--- config.mk ---
export PLATFORM = sky130hd
export DESIGN_NAME = traffic_light_ctrl_param
export DESIGN_NICKNAME = d
export VERILOG_FILES = /design/src/rtl/tl_pkg.sv /design/src/rtl/traffic_light_ctrl_param.sv
export SDC_FILE = /design/constraint.sdc
export NUM_CORES = 1
export LEC_CHECK = 0
export ABC_AREA = 1
export BUFFER_PORTS_ARGS = -buffer_cell sky130_fd_sc_hd__buf_4
export CORE_MARGIN = 2
export CORE_UTILIZATION = 54
export DETAILED_ROUTE_END_ITERATION = 8
export HOLD_SLACK_MARGIN = 0.03
export MAX_ROUTING_LAYER = met4
export PLACE_DENSITY = 0.76
export SKIP_LAST_GASP = 1
export SLEW_MARGIN = 20
export SYNTH_ARGS = -nofsm -noshare
export SYNTH_HDL_FRONTEND = slang
export SYNTH_SLANG_ARGS = --single-unit
--- constraint.sdc ---
create_clock -name clk -period 2.4 [get_ports clk]
set_input_delay 0.12 -clock clk [delete_from_list [all_inputs] [get_ports clk]]
set_output_delay 0.12 -clock clk [all_outputs]
set_load 0.005 [all_outputs]
--- src/rtl/tl_pkg.sv ---
// Shared types for the two-road traffic light controller: the phase
// enumeration, the lamp codes driven to the LED drivers, and the decoder
// from (phase, flash phase) to the lamp pair {light_a, light_b}.
package tl_pkg;

   typedef enum logic [2:0] {
      A_GREEN   = 3'd0,
      A_YELLOW  = 3'd1,
      ALLRED_AB = 3'd2,
      B_GREEN   = 3'd3,
      B_YELLOW  = 3'd4,
      ALLRED_BA = 3'd5,
      FLASH     = 3'd6
   } tl_state_e;

   localparam logic [2:0] RED    = 3'b100;
   localparam logic [2:0] YELLOW = 3'b101;
   localparam logic [2:0] GREEN  = 3'b001;
   localparam logic [2:0] OFF    = 3'b000;

   // Lamp pair for a phase; FLASH blinks both roads yellow in step.
   function automatic logic [5:0] lamps(input tl_state_e state, input logic flash_on);
      logic [5:0] l;
      case (state)
         A_GREEN:   l = {GREEN,  RED};
         A_YELLOW:  l = {YELLOW, RED};
         ALLRED_AB: l = {RED,    RED};
         B_GREEN:   l = {RED,    GREEN};
         B_YELLOW:  l = {RED,    YELLOW};
         ALLRED_BA: l = {RED,    RED};
         FLASH:     l = flash_on ? {YELLOW, YELLOW} : {OFF, OFF};
         default:   l = {RED,    RED};
      endcase
      return l;
   endfunction

endpackage

--- src/rtl/traffic_light_ctrl_param.sv ---
// Two-road intersection controller with parametrised phase lengths,
// all-red clearance, latched pedestrian request (shortens green) and a
// night flashing-yellow mode. The phase FSM advances only on cycles with
// tick=1, supplied by a divider elsewhere on the board.
// Optional build macro TL_COUNTDOWN_EN adds the 'remain' countdown output.
module traffic_light_ctrl_param
   import tl_pkg::*;
#(
   parameter int CNT_W           = 8,
   parameter int GREEN_TICKS     = 6,
   parameter int YELLOW_TICKS    = 4,
   parameter int ALLRED_TICKS    = 1,
   parameter int MIN_GREEN_TICKS = 2
) (
   input  logic             clk,
   input  logic             rst,
   input  logic             tick,
   input  logic             mode_flash,
   input  logic             ped_req,
   output logic [2:0]       light_a,
   output logic [2:0]       light_b
`ifdef TL_COUNTDOWN_EN
   ,
   output logic [CNT_W-1:0] remain
`endif
);

   localparam logic [CNT_W-1:0] GREEN_M1  = CNT_W'(GREEN_TICKS - 1);
   localparam logic [CNT_W-1:0] YELLOW_M1 = CNT_W'(YELLOW_TICKS - 1);
   localparam logic [CNT_W-1:0] ALLRED_M1 = CNT_W'(ALLRED_TICKS - 1);
   localparam logic [CNT_W-1:0] MIN_M1    = CNT_W'(MIN_GREEN_TICKS - 1);

   tl_state_e        state, state_n;
   logic [CNT_W-1:0] cnt, cnt_n;
   logic             ped_pend, ped_pend_n;
   logic             flash_on, flash_on_n;

   // Last count value of a phase (duration minus one).
   function automatic logic [CNT_W-1:0] dur_m1(input tl_state_e s);
      case (s)
         A_GREEN, B_GREEN:     return GREEN_M1;
         A_YELLOW, B_YELLOW:   return YELLOW_M1;
         ALLRED_AB, ALLRED_BA: return ALLRED_M1;
         default:              return '0;
      endcase
   endfunction

   // Successor in the normal rotation.
   function automatic tl_state_e succ(input tl_state_e s);
      case (s)
         A_GREEN:   return A_YELLOW;
         A_YELLOW:  return ALLRED_AB;
         ALLRED_AB: return B_GREEN;
         B_GREEN:   return B_YELLOW;
         B_YELLOW:  return ALLRED_BA;
         default:   return A_GREEN;
      endcase
   endfunction

   // Next phase, count, flash phase and pending request; flash handling
   // outranks pedestrian shortening, which outranks normal counting.
   always_comb begin
      state_n    = state;
      cnt_n      = cnt;
      flash_on_n = flash_on;
      ped_pend_n = ped_pend | ped_req;
      if (tick) begin
         if (state != FLASH && mode_flash) begin
            state_n    = FLASH;
            cnt_n      = '0;
            flash_on_n = 1'b1;
         end else if (state == FLASH) begin
            if (!mode_flash) begin
               state_n    = ALLRED_BA;
               cnt_n      = '0;
               flash_on_n = 1'b0;
            end else begin
               flash_on_n = ~flash_on;
            end
         end else if (ped_pend && (state == A_GREEN || state == B_GREEN) && cnt >= MIN_M1) begin
            state_n = succ(state);
            cnt_n   = '0;
         end else if (cnt == dur_m1(state)) begin
            state_n = succ(state);
            cnt_n   = '0;
         end else begin
            cnt_n = cnt + CNT_W'(1);
         end
      end
      // A request is served by the yellow that follows it; entering
      // yellow or flash discards it, even against a same-cycle request.
      if (state_n != state &&
          (state_n == A_YELLOW || state_n == B_YELLOW || state_n == FLASH))
         ped_pend_n = 1'b0;
   end

   // State register with synchronous reset to the start of A green.
   always_ff @(posedge clk) begin
      if (rst) begin
         state    <= A_GREEN;
         cnt      <= '0;
         ped_pend <= 1'b0;
         flash_on <= 1'b0;
      end else begin
         state    <= state_n;
         cnt      <= cnt_n;
         ped_pend <= ped_pend_n;
         flash_on <= flash_on_n;
      end
   end

   assign {light_a, light_b} = lamps(state, flash_on);

`ifdef TL_COUNTDOWN_EN
   assign remain = (state == FLASH) ? '0 : dur_m1(state) - cnt;
`endif

endmodule

==> Yosys cells after proc, flatten, opt, wreduce, memory -nomap -nowiden <==
Cells that the tools add are included.
{ "totals": {"register_bits": 13, "inputBits": 5, "wordCells": 56} }
{ "op_classes": {"n_addsub": 1, "n_lt_le_gt_ge": 1, "n_eq_ne": 12, "n_mux": 22, "bitwise": 2, "n_reduce_logical": 14} }
{ "op_table": {"columns": ["operator", "n"], "rows": [
  ["8-bit 2-to-1 mux", 9],
  ["6-bit one-hot mux with 5 select lines", 1],
  ["3-bit 2-to-1 mux", 6],
  ["3-bit one-hot mux with 5 select lines", 1],
  ["3-bit == test, second input constant", 4],
  ["8-bit by 1-bit adder with 8-bit output, second input constant", 1],
  ["8-bit == test", 1],
  ["8-bit by 1-bit greater-or-equal comparator with 1-bit output, second input constant", 1],
  ["3-bit by 1-bit == test with 1-bit output, second input constant", 2],
  ["3-bit by 2-bit == test with 1-bit output, second input constant", 2],
  ["6-bit 2-to-1 mux", 1],
  ["3-bit inequality test, second input constant", 2],
  ["3-bit one-hot mux with 2 select lines", 1],
  ["2-bit OR reduction", 3],
  ["1-bit logical AND", 4],
  ["2-bit AND reduction", 2],
  ["3-bit logical NOT", 1],
  ["1-bit logical OR", 3],
  ["1-bit 2-to-1 mux", 3],
  ["3-bit inequality test", 1],
  ["2-bit nonzero test", 1],
  ["1-bit inverter", 1],
  ["1-bit OR", 1]
]} }

==> Depth between registers and ports, before layout <==
{ "depth": {"depth_word": 19, "mapped_depth": 17} }

==> Worst setup path after synthesis <==
No wires, ideal clock.
{ "synth_path": {"kind": "register to register", "from": "register cnt[1]", "to": "register cnt[6]", "t_arrival_ps": 1677, "t_required_ps": 2333, "slack_ps": 656, "stages_incl_launch_ff": 11, "n_path_buf": 0, "period_less_slack_ps": 1744, "path_cell_list": "dfxtp_1 inv_1 ha_1 nor2_1 nand2_1 o211ai_1 nand2_2 or3_4 nor2_4 nand2_1 a21oi_2"} }
{ "synth_via": {"elab_chain_len": 5, "elab_cells_between_ends": 8} }
{ "synth_lines": {"columns": ["element", "line", "text"], "rows": [
  ["start: declaration", "traffic_light_ctrl_param.sv:34", "logic [CNT_W-1:0] cnt, cnt_n;"],
  ["start signal: assignment", "traffic_light_ctrl_param.sv:106", "cnt <= cnt_n;"],
  ["8-bit by 1-bit adder with 8-bit output (tied with other cells)", "traffic_light_ctrl_param.sv:87", "cnt_n = cnt + CNT_W'(1);"],
  ["8-bit 2-to-1 mux / 1-bit logical AND (equally long branches)", "traffic_light_ctrl_param.sv:83, traffic_light_ctrl_param.sv:80", null],
  ["8-bit 2-to-1 mux *", "traffic_light_ctrl_param.sv:80", "end else if (ped_pend && (state == A_GREEN || state == B_GREEN) && cnt >= MIN_M1) begin"],
  ["8-bit 2-to-1 mux *", "traffic_light_ctrl_param.sv:72", "end else if (state == FLASH) begin"],
  ["8-bit 2-to-1 mux *", "traffic_light_ctrl_param.sv:68", "if (state != FLASH && mode_flash) begin"]
]} }
Mark *: on every way between the ends. The rest lies on a longest branch, timed or not.
A chain may end at the register's enable or synchronous reset.

==> Final worst setup path <==
{ "layout_path": {"from": "register cnt[1]", "to": "register ped_pend"} }
{ "layout_via": {"elab_chain_len": 11, "elab_cells_between_ends": 16} }
{ "layout_lines": {"columns": ["element", "line", "text"], "rows": [
  ["8-bit by 1-bit greater-or-equal comparator with 1-bit output / 8-bit == test (equally long branches)", "traffic_light_ctrl_param.sv:80, traffic_light_ctrl_param.sv:83", null],
  ["1-bit logical AND / 3-bit 2-to-1 mux (equally long branches)", "traffic_light_ctrl_param.sv:80, traffic_light_ctrl_param.sv:83", null],
  ["3-bit 2-to-1 mux *", "traffic_light_ctrl_param.sv:80", null],
  ["3-bit 2-to-1 mux *", "traffic_light_ctrl_param.sv:72", null],
  ["3-bit 2-to-1 mux *", "traffic_light_ctrl_param.sv:68", null],
  ["3-bit 2-to-1 mux *", "traffic_light_ctrl_param.sv:67", "if (tick) begin"],
  ["3-bit by 1-bit == test with 1-bit output / 3-bit == test (equally long branches)", "traffic_light_ctrl_param.sv:93", "(state_n == A_YELLOW || state_n == B_YELLOW || state_n == FLASH))"],
  ["1-bit logical OR (2 in series)", "traffic_light_ctrl_param.sv:93", null],
  ["1-bit logical AND *", "traffic_light_ctrl_param.sv:92", "if (state_n != state &&"],
  ["2-bit OR reduction (no source line) *", null, null],
  ["end signal: assignment", "traffic_light_ctrl_param.sv:107", "ped_pend <= ped_pend_n;"],
  ["end: declaration", "traffic_light_ctrl_param.sv:35", "logic ped_pend, ped_pend_n;"]
]} }
Marked as above.

==> flow_summary.toml <==
[timing]
setup_slack_ns = 0.4390
period_share_pct = 81.71
max_freq_mhz = 510.0
hold_viol_final = 0
slew_viol_final = 0
rsz0062_at_grt = "no"
fin_skew_ns = 0.005707
timing.hold.ws_ns = 0.05328
setup_viol = 0
setup_tns_ns = 0
min_period_ns = 1.961

[critical_path]
cp.buffers_inverters = 1
cpLargestDelayFamily = "simple AND/OR/NAND/NOR gates"
worstPathArrival_ns = 2.14
crit_chain = "inv_1, ha_1, nor2_1, nand2_1, o211ai_1, nand2_2, nand2_1, nand3_1, a21oi_1, nand2_1, nand2_1, nand2_1, nand2_1, nor2_2"
cpPeakStageDelay_ns = 0.38
critical-path-slowest-cell = "dfxtp_1"
cp-start-kind = "flip-flop"
worstSetupPathType = "flip-flop to flip-flop"
critPathRequiredTime_ns = 2.58
critical_path.endpoint_type = "flip-flop"
worstPathMaxFanout = 4
path_common_cell = "nand2_1"

[routing]
vias_per_cell = 5.194
drt_pass1_iterations = 4
wl_um = 2124
vias = 992
drtIter0Drc = 39
ant_nets = 0
drc = 0
wl_per_cell_um = 11.12

[cells_and_area]
syn_to_final_growth_pct = 10.48
nets = 176
final_common_cell = "nand2_1"
antenna_cells = 0
layout_common_cells = "nand2_1, nor2_1, inv_1"
fill_cells = 170
postLayoutCellArea_um2 = 1095
drive_above_1_share_pct = 18.67
fin_util_pct = 63.41

[synth]
syn_inst = 156
ys_ff_latch = 13
avgSynthCellArea_um2 = 6.352
synth_warnings = 0
ys_types = 27
syn_area_um2 = 991.0
seq_area_frac_synth_pct = 26.26

[cts]
htree_levels = 1
cts_setup_buffers = 0
cts-root-buf = "clkbuf_4"
cts_hold_repair.buffers = 0
clk_latency_ns = 0.28
cts_tree = "done"
cts_buffers = 3
clkTransAtPathRegs_ns = 0.08
cts_sinks = 13
cts_max_path_buffers = 2
cts_resized = 0

[global_routing]
globalRoute.totalOverflow = 0
grt_max_degree = 9
antenna_found_initial = 0
grt_pass1_vias = 818
track_usage_pct = 23.03
grt_pass1_wl_um = 3450

[placed_design]
place.gp.congestion = 0.9311
numPortBuffers = 8
pre_cts_ws_ns = 0.4826
dpl-instance-area_um2 = 1067
dp_hpwl_um = 1664

[pwr]
worst_ir_drop_vdd_mv = 0.3797
pwr_density_cell_nw_per_um2 = 478.7
power_leakage_nw = 0.4958

[die]
rows = 15
die_area_um2 = 2194
die_h_um = 46.84
die_width_um = 46.84
start_util_pct = 57.39
core-area_um2 = 1727
ios = 11

[hold_path]
worstHoldPathType = "input pin to flip-flop"

[flow_run]
max-cap-violations = 0

[run_status]
run_status = "finished, final reports clean"
[final timing paths]
check,startpoint,to,depth (start not counted),slack [ns]
max,cnt[1],ped_pend,14,0.44
min,rst,cnt[1],2,0.05
min reg2reg,cnt[7],cnt[7],2,0.52
max reg2reg,cnt[1],ped_pend,14,0.44
[worst reg2reg max path: stages, from the launching register on]
cell and delay (ns):
dfxtp_1 0.38, inv_1 0.11, ha_1 0.18, nor2_1 0.08
nand2_1 0.06, o211ai_1 0.29, nand2_2 0.11, nand2_1 0.13
nand3_1 0.08, a21oi_1 0.16, nand2_1 0.07, nand2_1 0.06
nand2_1 0.04, nand2_1 0.07, nor2_2 0.03
[metal layers]
metal	share of wire (%)	GRT usage [%]
met5	0	-
met4	2.2	11.67
met3	5.2	3.462
met1	48	31.54
met2	45	32.60
[report_power, final]
group          internal (W)  leakage, nW  switching (W)
sequential         0.000224        0.106      0.0000132
combinational     0.0000598        0.372      0.0000887
clock             0.0000620       0.0177      0.0000762
[synthesized netlist by cell type, drive strengths merged]
| cell type | count | area, um^2 |
|---|---|---|
| nand4 | 2 | 12.51 |
| a211oi | 1 | 7.510 |
| or3 | 1 | 11.26 |
| xor2 | 3 | 26.28 |
| o211ai | 1 | 7.510 |
| buf | 3 | 18.76 |
| xnor2 | 2 | 17.52 |
| dfxtp | 13 | 260.3 |
| nor2 | 24 | 100.1 |
| nand3 | 15 | 85.08 |
| nand3b | 1 | 7.510 |
| nand2 | 43 | 173.9 |
| nor3 | 2 | 10.01 |
| a21boi | 1 | 7.510 |
| conb | 1 | 3.750 |
| o21ai | 6 | 30.03 |
| a21oi | 12 | 82.58 |
| ha | 4 | 50.05 |
| inv | 21 | 78.82 |
[layout make-up]
| type | instances | area, um^2 | area share (%) |
|---|---|---|---|
| clock inverters | 1 | 5.005 | 0.4571 |
| well taps | 25 | 31.28 | 2.857 |
| flip-flops and latches | 13 | 260.3 | 23.77 |
| clock buffers | 3 | 22.52 | 2.057 |
| repair buffers | 8 | 60.06 | 5.486 |
| multi-input cells | 120 | 636.9 | 58.17 |
| inverters | 21 | 78.83 | 7.200 |
[sequential cells by signal, summed over array words and instances (netlist names)]
| signal | cells |
|---|---|
| cnt | 8 |
| state | 3 |
| flash_on | 1 |
| ped_pend | 1 |
[per-stage QoR]
step / power [W] / instances
6_report: 0.0005241 / 191
2_1_floorplan: 0.0003457 / 157
4_1_cts: 0.0005270 / 191
3_5_place_dp: 0.0003900 / 187
5_1_grt: 0.0005580 / 191
3_3_place_gp: 0.0003868 / 187
[kinds of logic (layout without fill, tap and decap cells)]
group / Yosys count / after routing / synth area share (%)
other: 1 / 2 / 0.3784
adders and majority gates: 4 / 4 / 5.051
xor gates and xnor gates: 5 / 5 / 4.420
DFF: 13 / 13 / 26.26
and+or+nand+nor: 88 / 88 / 40.40
buffers and inverters: 24 / 33 / 9.847
AOI/OAI and AO/OA: 21 / 21 / 13.64
(Power assumes the default switching activity.)
